**src/rtl/ct_had_tap_pkg.sv**
```systemverilog
// Shared TAP state encoding and instruction constants for the HAD JTAG TAP.
// Define HAD_TAP_IDCODE_EN to build with the IDCODE register and IDCODE as the reset instruction.
package ct_had_tap_pkg;

    typedef enum logic [3:0] {
        TLR    = 4'd0,
        RTI    = 4'd1,
        SEL_DR = 4'd2,
        CAP_DR = 4'd3,
        SHF_DR = 4'd4,
        EX1_DR = 4'd5,
        PAU_DR = 4'd6,
        EX2_DR = 4'd7,
        UPD_DR = 4'd8,
        SEL_IR = 4'd9,
        CAP_IR = 4'd10,
        SHF_IR = 4'd11,
        EX1_IR = 4'd12,
        PAU_IR = 4'd13,
        EX2_IR = 4'd14,
        UPD_IR = 4'd15
    } tap_state_e;

    localparam logic [7:0]  INSTR_IDCODE   = 8'h01;
    localparam logic [7:0]  INSTR_BYPASS   = 8'hFF;
    localparam logic [7:0]  IR_CAPTURE     = 8'h01;
    localparam logic [31:0] IDCODE_DEFAULT = 32'h1000_0B6F;

`ifdef HAD_TAP_IDCODE_EN
    localparam logic [7:0]  INSTR_RESET    = INSTR_IDCODE;
`else
    localparam logic [7:0]  INSTR_RESET    = INSTR_BYPASS;
`endif

endpackage

```
**src/rtl/ct_had_tap_fsm.sv**
```systemverilog
// IEEE 1149.1 TAP controller state machine: state register plus TMS-driven next-state logic.
module ct_had_tap_fsm
    import ct_had_tap_pkg::*;
(
    input  logic       tclk,
    input  logic       trst,
    input  logic       tms,
    input  logic       tap_en,
    output logic [3:0] state_r,
    output logic [3:0] next_state_s
);

    tap_state_e cur_r;
    tap_state_e nxt_s;

    // Standard TAP transition table; a disabled TAP is parked in TLR.
    always_comb begin
        nxt_s = TLR;
        if (!tap_en) begin
            nxt_s = TLR;
        end else begin
            case (cur_r)
                TLR:     nxt_s = tms ? TLR    : RTI;
                RTI:     nxt_s = tms ? SEL_DR : RTI;
                SEL_DR:  nxt_s = tms ? SEL_IR : CAP_DR;
                CAP_DR:  nxt_s = tms ? EX1_DR : SHF_DR;
                SHF_DR:  nxt_s = tms ? EX1_DR : SHF_DR;
                EX1_DR:  nxt_s = tms ? UPD_DR : PAU_DR;
                PAU_DR:  nxt_s = tms ? EX2_DR : PAU_DR;
                EX2_DR:  nxt_s = tms ? UPD_DR : SHF_DR;
                UPD_DR:  nxt_s = tms ? SEL_DR : RTI;
                SEL_IR:  nxt_s = tms ? TLR    : CAP_IR;
                CAP_IR:  nxt_s = tms ? EX1_IR : SHF_IR;
                SHF_IR:  nxt_s = tms ? EX1_IR : SHF_IR;
                EX1_IR:  nxt_s = tms ? UPD_IR : PAU_IR;
                PAU_IR:  nxt_s = tms ? EX2_IR : PAU_IR;
                EX2_IR:  nxt_s = tms ? UPD_IR : SHF_IR;
                UPD_IR:  nxt_s = tms ? SEL_DR : RTI;
                default: nxt_s = TLR;
            endcase
        end
    end

    // State register with synchronous reset into TLR.
    always_ff @(posedge tclk) begin
        if (trst) begin
            cur_r <= TLR;
        end else begin
            cur_r <= nxt_s;
        end
    end

    assign state_r      = cur_r;
    assign next_state_s = nxt_s;

endmodule

```
**src/rtl/ct_had_tap_ctrl.sv**
```systemverilog
// HAD JTAG TAP: instruction register, BYPASS/IDCODE data registers, external-DR strobes and TDO mux.
// The IDCODE register exists only when HAD_TAP_IDCODE_EN is defined; otherwise 8'h01 decodes as BYPASS.
module ct_had_tap_ctrl
    import ct_had_tap_pkg::*;
#(
    parameter logic [31:0] IDCODE_VAL = IDCODE_DEFAULT
) (
    input  logic       tclk,
    input  logic       trst,
    input  logic       pad_had_jtg_tms,
    input  logic       io_serial_tdi,
    input  logic       io_sm_tap_en,
    input  logic       ext_dr_tdo,
    output logic       sm_io_tdo_en,
    output logic       sm_serial_tdo,
    output logic [7:0] sm_ir_value,
    output logic       sm_dr_capture,
    output logic       sm_dr_shift,
    output logic       sm_dr_update,
    output logic       sm_ir_update,
    output logic       sm_tlr
);

    logic [3:0] state_s;
    logic [3:0] next_state_s;
    logic [7:0] ir_shift_r;
    logic       bypass_r;
    logic       idcode_sel_s;
    logic       bypass_sel_s;
    logic       ext_sel_s;
    logic       dr_tdo_s;

    ct_had_tap_fsm u_fsm (
        .tclk         (tclk),
        .trst         (trst),
        .tms          (pad_had_jtg_tms),
        .tap_en       (io_sm_tap_en),
        .state_r      (state_s),
        .next_state_s (next_state_s)
    );

    // Instruction decode into the three data-register paths.
    always_comb begin
`ifdef HAD_TAP_IDCODE_EN
        idcode_sel_s = (sm_ir_value == INSTR_IDCODE);
        bypass_sel_s = (sm_ir_value == INSTR_BYPASS);
`else
        idcode_sel_s = 1'b0;
        bypass_sel_s = (sm_ir_value == INSTR_BYPASS) || (sm_ir_value == INSTR_IDCODE);
`endif
        ext_sel_s    = !idcode_sel_s && !bypass_sel_s;
    end

    // IR shift stage and the active instruction; odd-length shifts are loaded as-is.
    always_ff @(posedge tclk) begin
        if (trst) begin
            ir_shift_r  <= 8'h00;
            sm_ir_value <= INSTR_RESET;
        end else begin
            case (state_s)
                CAP_IR:  ir_shift_r <= IR_CAPTURE;
                SHF_IR:  ir_shift_r <= {io_serial_tdi, ir_shift_r[7:1]};
                default: ir_shift_r <= ir_shift_r;
            endcase
            if (state_s == TLR) begin
                sm_ir_value <= INSTR_RESET;
            end else if (state_s == UPD_IR) begin
                sm_ir_value <= ir_shift_r;
            end else begin
                sm_ir_value <= sm_ir_value;
            end
        end
    end

    // One-bit bypass register.
    always_ff @(posedge tclk) begin
        if (trst) begin
            bypass_r <= 1'b0;
        end else if (bypass_sel_s && (state_s == CAP_DR)) begin
            bypass_r <= 1'b0;
        end else if (bypass_sel_s && (state_s == SHF_DR)) begin
            bypass_r <= io_serial_tdi;
        end else begin
            bypass_r <= bypass_r;
        end
    end

`ifdef HAD_TAP_IDCODE_EN
    logic [31:0] idcode_r;

    // IDCODE register: capture the constant, shift out LSB first.
    always_ff @(posedge tclk) begin
        if (trst) begin
            idcode_r <= 32'h0000_0000;
        end else if (idcode_sel_s && (state_s == CAP_DR)) begin
            idcode_r <= IDCODE_VAL;
        end else if (idcode_sel_s && (state_s == SHF_DR)) begin
            idcode_r <= {io_serial_tdi, idcode_r[31:1]};
        end else begin
            idcode_r <= idcode_r;
        end
    end
`else
    logic unused_idcode_s;
    assign unused_idcode_s = ^IDCODE_VAL;
`endif

    // Strobes and TDO enable are flopped from the next state so they line up with the state itself.
    always_ff @(posedge tclk) begin
        if (trst) begin
            sm_io_tdo_en  <= 1'b0;
            sm_dr_capture <= 1'b0;
            sm_dr_shift   <= 1'b0;
            sm_dr_update  <= 1'b0;
            sm_ir_update  <= 1'b0;
            sm_tlr        <= 1'b1;
        end else begin
            sm_io_tdo_en  <= (next_state_s == SHF_IR) || (next_state_s == SHF_DR);
            sm_dr_capture <= ext_sel_s && (next_state_s == CAP_DR);
            sm_dr_shift   <= ext_sel_s && (next_state_s == SHF_DR);
            sm_dr_update  <= ext_sel_s && (next_state_s == UPD_DR);
            sm_ir_update  <= (next_state_s == UPD_IR);
            sm_tlr        <= (next_state_s == TLR);
        end
    end

    // TDO source selection.
    always_comb begin
        dr_tdo_s = ext_dr_tdo;
        if (bypass_sel_s) begin
            dr_tdo_s = bypass_r;
`ifdef HAD_TAP_IDCODE_EN
        end else if (idcode_sel_s) begin
            dr_tdo_s = idcode_r[0];
`endif
        end else begin
            dr_tdo_s = ext_dr_tdo;
        end
        case (state_s)
            SHF_IR:  sm_serial_tdo = ir_shift_r[0];
            SHF_DR:  sm_serial_tdo = dr_tdo_s;
            default: sm_serial_tdo = 1'b0;
        endcase
    end

endmodule

```
**config.mk**
```make
export PLATFORM = sky130hd
export DESIGN_NAME = ct_had_tap_ctrl
export DESIGN_NICKNAME = d
export VERILOG_FILES = /design/src/rtl/ct_had_tap_pkg.sv /design/src/rtl/ct_had_tap_fsm.sv /design/src/rtl/ct_had_tap_ctrl.sv
export SDC_FILE = /design/constraint.sdc
export NUM_CORES = 1
export LEC_CHECK = 0
export ABC_AREA = 1
export BUFFER_PORTS_ARGS = -buffer_cell sky130_fd_sc_hd__clkbuf_2
export CAP_MARGIN = 20
export CORE_ASPECT_RATIO = 1.5
export CORE_MARGIN = 5
export CORE_UTILIZATION = 44
export CTS_CLUSTER_DIAMETER = 30
export DETAILED_ROUTE_END_ITERATION = 16
export SLEW_MARGIN = 20
export SYNTH_ARGS = -nofsm -noshare
export SYNTH_HDL_FRONTEND = slang
export SYNTH_SLANG_ARGS = --single-unit
export TNS_END_PERCENT = 50
```
**constraint.sdc**
```tcl
create_clock -name tclk -period 1.7 [get_ports tclk]
set_input_delay 0.34 -clock tclk [delete_from_list [all_inputs] [get_ports tclk]]
set_output_delay 0.34 -clock tclk [all_outputs]
set_load 0.005 [all_outputs]
```
==> summary.md, run 1 <==
| Metric | Value |
|---|---|
| Boundary pin count | 21 |
| Die Width | approximately 54 microns |
| Initial antenna violation count | 0 |
| Hold WS | 0.333 ns |
| Hold Vio Cnt, Final | 0 |
| Max-cap violations | 0 |
| CP Launch Type | register |
| Top FF cell, synth | dfxtp_1 |
| TritonCTS buffer count | 3 |
| Worst slack, placed | between 0.07 and 0.08 ns |
| Post-Layout Cell Count | 253 |
| First-pass GRT wire length | 5190 microns |
| DR pass1 iterations | 4 |
| Most frequent cells in the layout | nand2_1 (56), nand3_1 (24), clkbuf_2 (20), nor2_1 (18), dfxtp_1 (16) |
| Sequential fraction of the synthesis area | between 40% and 50% |
| Synth top area cells | dfxtp_1 (43%), nand2_1 (17%), nand3_1 (9.5%) |
| Leak pwr | about 0.73 nW |
| Clock transition at the registers of the reported paths | around 0.09 ns |
| Sequential Power Share | 61.6% |
| PortBufs | 20 |
| Ys async rst share | 0% |
| Die area | a little over 4000 sq um |
| GP Congestion | around 0.81 |
| Clock latency on the worst-skew pair | ~0.26 ns |
| Clock skew | 0.00331 ns |
| # fillers | about 290 |
| Outcome | complete, but fails checks |
| FF-to-FF path depth | 8 |
| Worst hold-check path type | primary input to register |
| Nets | ~220 |
| Vias | around 1.3k |
| Via density | between 5 and 6 |
| Flop and latch count out of synthesis | 27 |
| Number of global-route vias before repair | about 1.2k |
| Cells after synthesis | approximately 180 |
| Largest net degree at the start of global routing | 15 |
| DRC viols | 0 |
| Placed wire-length estimate | 2500 microns |
| Initial Util | a little under half |
| P per Cell Area | about 650 nW/um^2 |
| Clock share of power | 33.9% |
| Ys Warns | 0 |
| Root Buffer | clkbuf_8 |
| Area of the core | approximately 2700 sq um |
| Wire per inst | roughly 13 microns |
| Number of enable flip-flop cells after synthesis | 0 |
| Switch Pwr | 0.219 mW |
| Final antenna-violating net count | 0 |
| Cell area after synthesis | roughly 1300 sq um |
| Total Power | 1.04 mW |
| Layout area overhead | 26.6% |
| Net Count, Synth | roughly 190 |
| Comb power frac | 4.5% |
| First DRT Iteration DRCs | 25 |
| TritonCTS clock tree | done |
| WS Path Type | register to output pin |
| CP Capture Type | output pin |
| WP data required | 1.36 ns |
| Failing checks | setup timing |
| Maximum clock insertion buffer count | 2 |
| CTS Sinks | 27 |
| Worst Path Max Fanout | 4 |
| Share of layout cells above drive strength 1 | a little under a third |
| Final max-slew violation count | 0 |
| Commonest non-fill, non-tap cell in the layout | nand2_1 |
| Min cycle time layout | around 1.8 ns |
| ANT cells | 0 |
| Worst slew margin | 79.6% |
| Post-layout util | roughly three fifths |
| Drt total wl | roughly 3200 microns |
| H-tree levels | 1 |
| Top achievable clock speed | ~0.57 GHz |
| Rows | 23 |
| Worst EP arrival | 1.42 ns |
| Avg Inst Size Synth | 6.93 sq um |
| Switching share of power | 21.1% |
| Die extent in y | approximately 76 microns |
| DP Cell Count | roughly 240 |
| GRT Total Usage | 17.3% |
| Yosys top cell area share | 42.9% |
| Pint | around 0.82 mW |
| Cells on Worst Hold Path | 3 |
| Final setup fails | 1 |
| Unrepaired setup endpoints after global routing | true |
| Slew @ Worst Pin | 0.305 ns |
| Period utilisation layout | 104% |
| Worst vdd ir | just under 0.0006 V |
| Final worst setup slack | -0.0599 ns |
| Largest area contributor in the netlist | dfxtp_1 |
| Total grt overflow | 0 |
| Unique masters post-synth | 24 |
## layout make-up
cell class	count	area [sq um]	area share (%)
Multi-Input combinational cell	139	698	43.7
Sequential cell	27	554	34.7
Timing Repair Buffer	34	205	12.9
Inverter	12	47.5	2.98
Tap cell	37	46.3	2.90
Clock buffer	4	45.0	2.82
## synthesized netlist by cell type (all sizes together) (2+ instances only)
cell type and number:
a21oi 12, buf 2, clkbuf 2, dfxtp 27, inv 12, nand2 62, nand3 24, nand4 3
nor2 21, nor3 2, nor3b 2, o211ai 2, o21ai 6
## stage by stage
| step | setup TNS, ns | cell area [sq um] |
|---|---|---|
| after global placement | 0 | 1440 |
| final | -0.0599 | 1600 |
| after global routing | -0.137 | 1600 |
| after detailed placement | 0 | 1440 |
| after floorplan | 0 | 1260 |
| after CTS | -0.0943 | 1560 |
## final timing paths
check	start	endpoint	slack, ns
setup / recovery	sm_ir_value[3]	sm_serial_tdo	-0.06
setup reg to reg	u_fsm.state_r[2]	sm_io_tdo_en	0.17
hold reg to reg	ir_shift_r[1]	ir_shift_r[1]	0.47
hold / removal	io_serial_tdi	ir_shift_r[7]	0.33
## kinds of logic after synthesis
logic type      synth area share, %
buf+inv                        5.56
flops                          42.9
compound gates                 9.62
simple gates                   42.0
## power groups by stage
stage / logic [mW] / clock network [mW] / registers (mW)
global route: 0.0523 / 0.390 / 0.639
floorplan: 0.0267 / 0 / 0.651
global placement: 0.0463 / 0 / 0.653
detailed placement: 0.0472 / 0 / 0.653
CTS: 0.0474 / 0.368 / 0.638
finish: 0.0472 / 0.352 / 0.638
## metal layers
metal / GRT usage, % / part of all wire (%) / vias up
li1: - / - / 668
met4: 5.97 / 0.77 / 0
met2: 35.6 / 58 / 31
met3: 1.96 / 3.0 / 4
met1: 16.8 / 38 / 588
met5: 0 / 0 / -
## repair_timing
action,in CTS,in global routing
endpoints found under the setup margin,1,3
buffers inserted,7,0
pin swaps,1,1
gates resized for setup,13,8
hold buffers,0,0
endpoints found under the hold margin,0,0
## worst max-delay path: stages (launching register included)
cell and delay, ns:
dfxtp_2 0.38, nand4_1 0.13, or2_4 0.26, nand2_4 0.07, o21ai_0 0.07, o21ai_1 0.12, clkbuf_2 0.13
(Power assumes the default switching activity.)
==> inputs of run 2 (changes only) <==
- clock period: 1.7 -> 2.2 ns (I/O delays scaled with it)
==> summary.md, run 2 (same netlist as run 1, synthesis figures left out) <==
| Metric | Value |
|---|---|
| Outcome | finished, final reports clean |
| Post-layout util | between 50% and 60% |
| DR pass1 iterations | 4 |
| Slowest stage cell on the critical path | dfxtp_1 |
| Wire per inst | 12.8 microns |
| Final worst setup slack | 0.153 ns |
| Total grt overflow | 0 |
| TritonCTS buffer count | 3 |
| Die area | 4060 sq um |
| Total Power | 0.799 mW |
| Final setup fails | 0 |
| CP cell instances | inv_1 -> nand2_1 -> nor3_1 -> o21ai_0 -> o21ai_0 -> clkbuf_2 |
| Crit-path most repeated cell | o21ai_0 |
| Area of the core | roughly 2700 sq um |
| Period utilisation layout | between 90% and 100% |
| Design area | approximately 1500 sq um |
| Hold Vio Cnt, Final | 0 |
| Worst slew margin | 57.6% |
| Drt total wl | a little over 3000 microns |
| Share of layout cells above drive strength 1 | a little under a quarter |
| Worst vdd ir | 0.000467 V |
| CP peak stage delay | 0.39 ns |
| Layout area overhead | 16.2% |
| Worst EP arrival | ~1.6 ns |
| Max-cap violations | 0 |
| ANT cells | 0 |
| Top achievable clock speed | approximately 0.5 GHz |
| WP data required | roughly 1.8 ns |
| CP delay by family, top | flip-flops |
| GRT Total Usage | between 15 and 20% |
| Die Width | ~54 microns |
| WP buf/inv | 2 |
| Post-Layout Cell Count | 242 |
| Fin Setup TNS | 0 ns |
| DRC viols | 0 |
| Initial Util | between 40 and 50% |
| Root Buffer | clkbuf_8 |
| GP Congestion | 0.877 |
| Initial antenna violation count | 0 |
| CP Launch Type | register |
| Rows | 23 |
| Worst Path Max Fanout | 6 |
| Hold WS | 0.414 ns |
| H-tree levels | 1 |
| Vias | 1,262 |
| WS Path Type | register to output pin |
| First DRT Iteration DRCs | 38 |
| Leak pwr | 0.658 nW |
| Die extent in y | around 76 microns |
| Hold-fix buffers, CTS | 0 |
| Placed wire-length estimate | 2490 microns |
| # fillers | slightly below 300 |
| Via density | 5.21 |
| Number of global-route vias before repair | around 1.2k |
| Final max-slew violation count | 0 |
| Commonest non-fill, non-tap cell in the layout | nand2_1 |
| First-pass GRT wire length | ~5200 microns |
| Clock latency on the worst-skew pair | approximately 0.27 ns |
| Most frequent cells in the layout | nand2_1 (58), nand3_1 (24), dfxtp_1 (23), clkbuf_2 (20), nor2_1 (18) |
| DP Cell Count | around 240 |
| P per Cell Area | roughly 550 nW/um^2 |
| Final antenna-violating net count | 0 |
| Boundary pin count | 21 |
| TritonCTS clock tree | done |
| Placed inst area | ~1400 sq um |
| PortBufs | 20 |
| CTS Sinks | 27 |
| Worst hold-check path type | primary input to register |
| CP Capture Type | output pin |
| Maximum clock insertion buffer count | 2 |
| Clock transition at the registers of the reported paths | around 0.090 ns |
| Clock skew | between 0.003 and 0.004 ns |
| Slew @ Worst Pin | between 0.6 and 0.7 ns |
| Worst slack, placed | around 0.43 ns |
| Largest net degree at the start of global routing | 16 |
| Min cycle time layout | around 2.0 ns |
| Nets | around 210 |
## run 2: path summary, 6_finish.rpt
| kind | start | end | slack, ns | cells past startpoint |
|---|---|---|---|---|
| worst min-delay path | io_serial_tdi | ir_shift_r[7] | 0.41 | 3 |
| worst max-delay path | u_fsm.state_r[3] | sm_serial_tdo | 0.15 | 6 |
| worst min register to register | ir_shift_r[1] | ir_shift_r[1] | 0.46 | 2 |
| worst max register to register | u_fsm.state_r[0] | sm_io_tdo_en | 0.59 | 10 |
## run 2: worst min-delay path: stages
cell,delay [ns]
clkbuf_2,0.09
nand2_1,0.06
a21oi_1,0.05
## run 2: layer usage
layer / wire length [microns] / vias up / GRT usage, %
met5: 0 / - / 0
met2: 1750 / 39 / 34.2
met4: 38 / 0 / 4.55
met3: 159 / 6 / 2.94
met1: 1140 / 567 / 18.2
li1: - / 650 / -
## run 2: cell type report
class,instances,area [sq um],area share [%]
Clock buffer,3,41.3,2.82
Clock inverter,1,5.00,0.342
Inverter,12,47.5,3.25
Multi-Input combinational cell,139,657,44.8
Sequential cell,27,546,37.2
Tap cell,37,46.3,3.16
Timing Repair Buffer,23,123,8.37
## run 2: timing repair
item	CTS	global route
endpoints found under the setup margin	0	1
gates resized for setup	0	5
setup buffers	0	0
## run 2: report_power, final
part / total [mW] / internal (mW) / switching (mW)
clock: 0.273 / 0.127 / 0.146
combinational: 0.0331 / 0.0105 / 0.0226
sequential: 0.493 / 0.490 / 0.00257
==> inputs of run 3 (changes only) <==
- GPL_TIMING_DRIVEN: unset -> 0
==> summary.md, run 3 (same netlist as run 1, synthesis figures left out) <==
| Metric | Value |
|---|---|
| Outcome | finished, final reports clean |
| Hold Vio Cnt, Final | 0 |
| WS Path Type | register to output pin |
| GRT Total Usage | roughly 17% |
| CP Capture Type | output pin |
| Design area | between 1000 and 1500 sq um |
| Final setup fails | 0 |
| Fin Setup TNS | 0 ns |
| CTS resizes | 0 |
| Vias | between 1k and 1.5k |
| Slew @ Worst Pin | ~0.65 ns |
| Hold WS | about 0.42 ns |
| Clock skew | 0.00503 ns |
| Wire per inst | 12.7 microns |
| Largest net degree at the start of global routing | 17 |
| WP data required | about 1.8 ns |
| Total grt overflow | 0 |
| Clock transition at the registers of the reported paths | roughly 0.090 ns |
| PortBufs | 20 |
| Commonest non-fill, non-tap cell in the layout | nand2_1 |
| First-pass GRT wire length | 5370 microns |
| Final antenna-violating net count | 0 |
| CTS Sinks | 27 |
| DR pass1 iterations | 4 |
| DRC viols | 0 |
| Root Buffer | clkbuf_8 |
| Maximum clock insertion buffer count | 2 |
| Max-cap violations | 0 |
| H-tree levels | 1 |
| Worst Path Max Fanout | 4 |
| Rows | 23 |
| Most frequent cells in the layout | nand2_1 (58), nand3_1 (24), dfxtp_1 (20), clkbuf_2 (20), nor2_1 (17) |
| P per Cell Area | 542 nW/um^2 |
| Drt total wl | roughly 3000 microns |
| Nets | 213 |
| Unrepaired setup endpoints after global routing | false |
| Initial Util | about 47% |
| Die Width | between 50 and 60 microns |
| Worst vdd ir | approximately 0.00033 V |
| R2R setup slack | 0.63 ns |
| Boundary pin count | 21 |
| CP Launch Type | register |
| Layout area overhead | 17.8% |
| Period utilisation layout | about nine tenths |
| Final max-slew violation count | 0 |
| Number of global-route vias before repair | around 1.3k |
| Worst EP arrival | about 1.6 ns |
| Top achievable clock speed | around 0.5 GHz |
| First DRT Iteration DRCs | 25 |
| Die extent in y | between 70 and 80 microns |
| ANT cells | 0 |
| Min cycle time layout | ~2 ns |
| Area of the core | 2710 sq um |
| TritonCTS buffer count | 3 |
| Share of layout cells above drive strength 1 | roughly 25% |
| Placed inst area | between 1000 and 1500 sq um |
| GP Congestion | ~0.85 |
| Worst slew margin | between 50% and 60% |
| Worst hold-check path type | primary input to register |
| Initial antenna violation count | 0 |
| Placed wire-length estimate | 2500 microns |
| Hold-fix buffers, CTS | 0 |
| TritonCTS clock tree | done |
| Via density | 5.06 |
| Die area | about 4100 sq um |
| Clock latency on the worst-skew pair | 0.27 ns |
| Total Power | between 0.8 and 0.9 mW |
| Leak pwr | around 0.65 nW |
| Setup bufs post-CTS | 0 |
## run 3: path summary, 6_finish.rpt
kind                                       start       endpoint  cells after the start
worst min register to register          bypass_r       bypass_r                      2
worst max-delay path              sm_ir_value[5]  sm_serial_tdo                      6
worst max register to register  u_fsm.state_r[2]   sm_io_tdo_en                      9
worst min-delay path               io_serial_tdi  ir_shift_r[7]                      3
## run 3: critical path, stage by stage (launching register included)
cell and delay, ns:
dfxtp_2 0.37, nand4_1 0.12, or2_2 0.31, nand2_1 0.12, o21ai_0 0.09, o21ai_0 0.15, clkbuf_2 0.14
## run 3: metrics by stage
step | instances | utilization, % | worst slack (ns)
after global routing | 243 | 54.9 | 0.00358
after CTS | 243 | 53.8 | 0.110
after floorplan | 182 | - | 0.663
final | 243 | 54.9 | 0.201
after global placement | 239 | 52.0 | 0.443
after detailed placement | 239 | 52.0 | 0.417
## run 3: area by class of cell
class / count / area (sq um)
Timing Repair Buffer: 20 / 100
Fill cell: 292 / 1220
Clock buffer: 3 / 41.3
Clock inverter: 1 / 7.51
Multi-Input combinational cell: 139 / 671
Buffer: 4 / 22.5
Sequential cell: 27 / 549
Inverter: 12 / 47.5
Tap cell: 37 / 46.3
## run 3: power breakdown
part / total (mW) / switching (mW) / internal [mW] / leakage [nW]
registers: 0.491 / 0.000832 / 0.490 / 0.215
logic: 0.0354 / 0.0247 / 0.0107 / 0.418
clock network: 0.278 / 0.150 / 0.128 / 0.0217
total: 0.805 / 0.175 / 0.629 / 0.655
## run 3: metal layers
layer | up-vias | GRT usage [%] | share of wire, %
met2 | 20 | 35.3 | 56
met1 | 559 | 18.0 | 39
met5 | - | 0 | 0
met4 | 0 | 4.55 | 0.88
li1 | 646 | - | -
met3 | 4 | 1.96 | 3.8
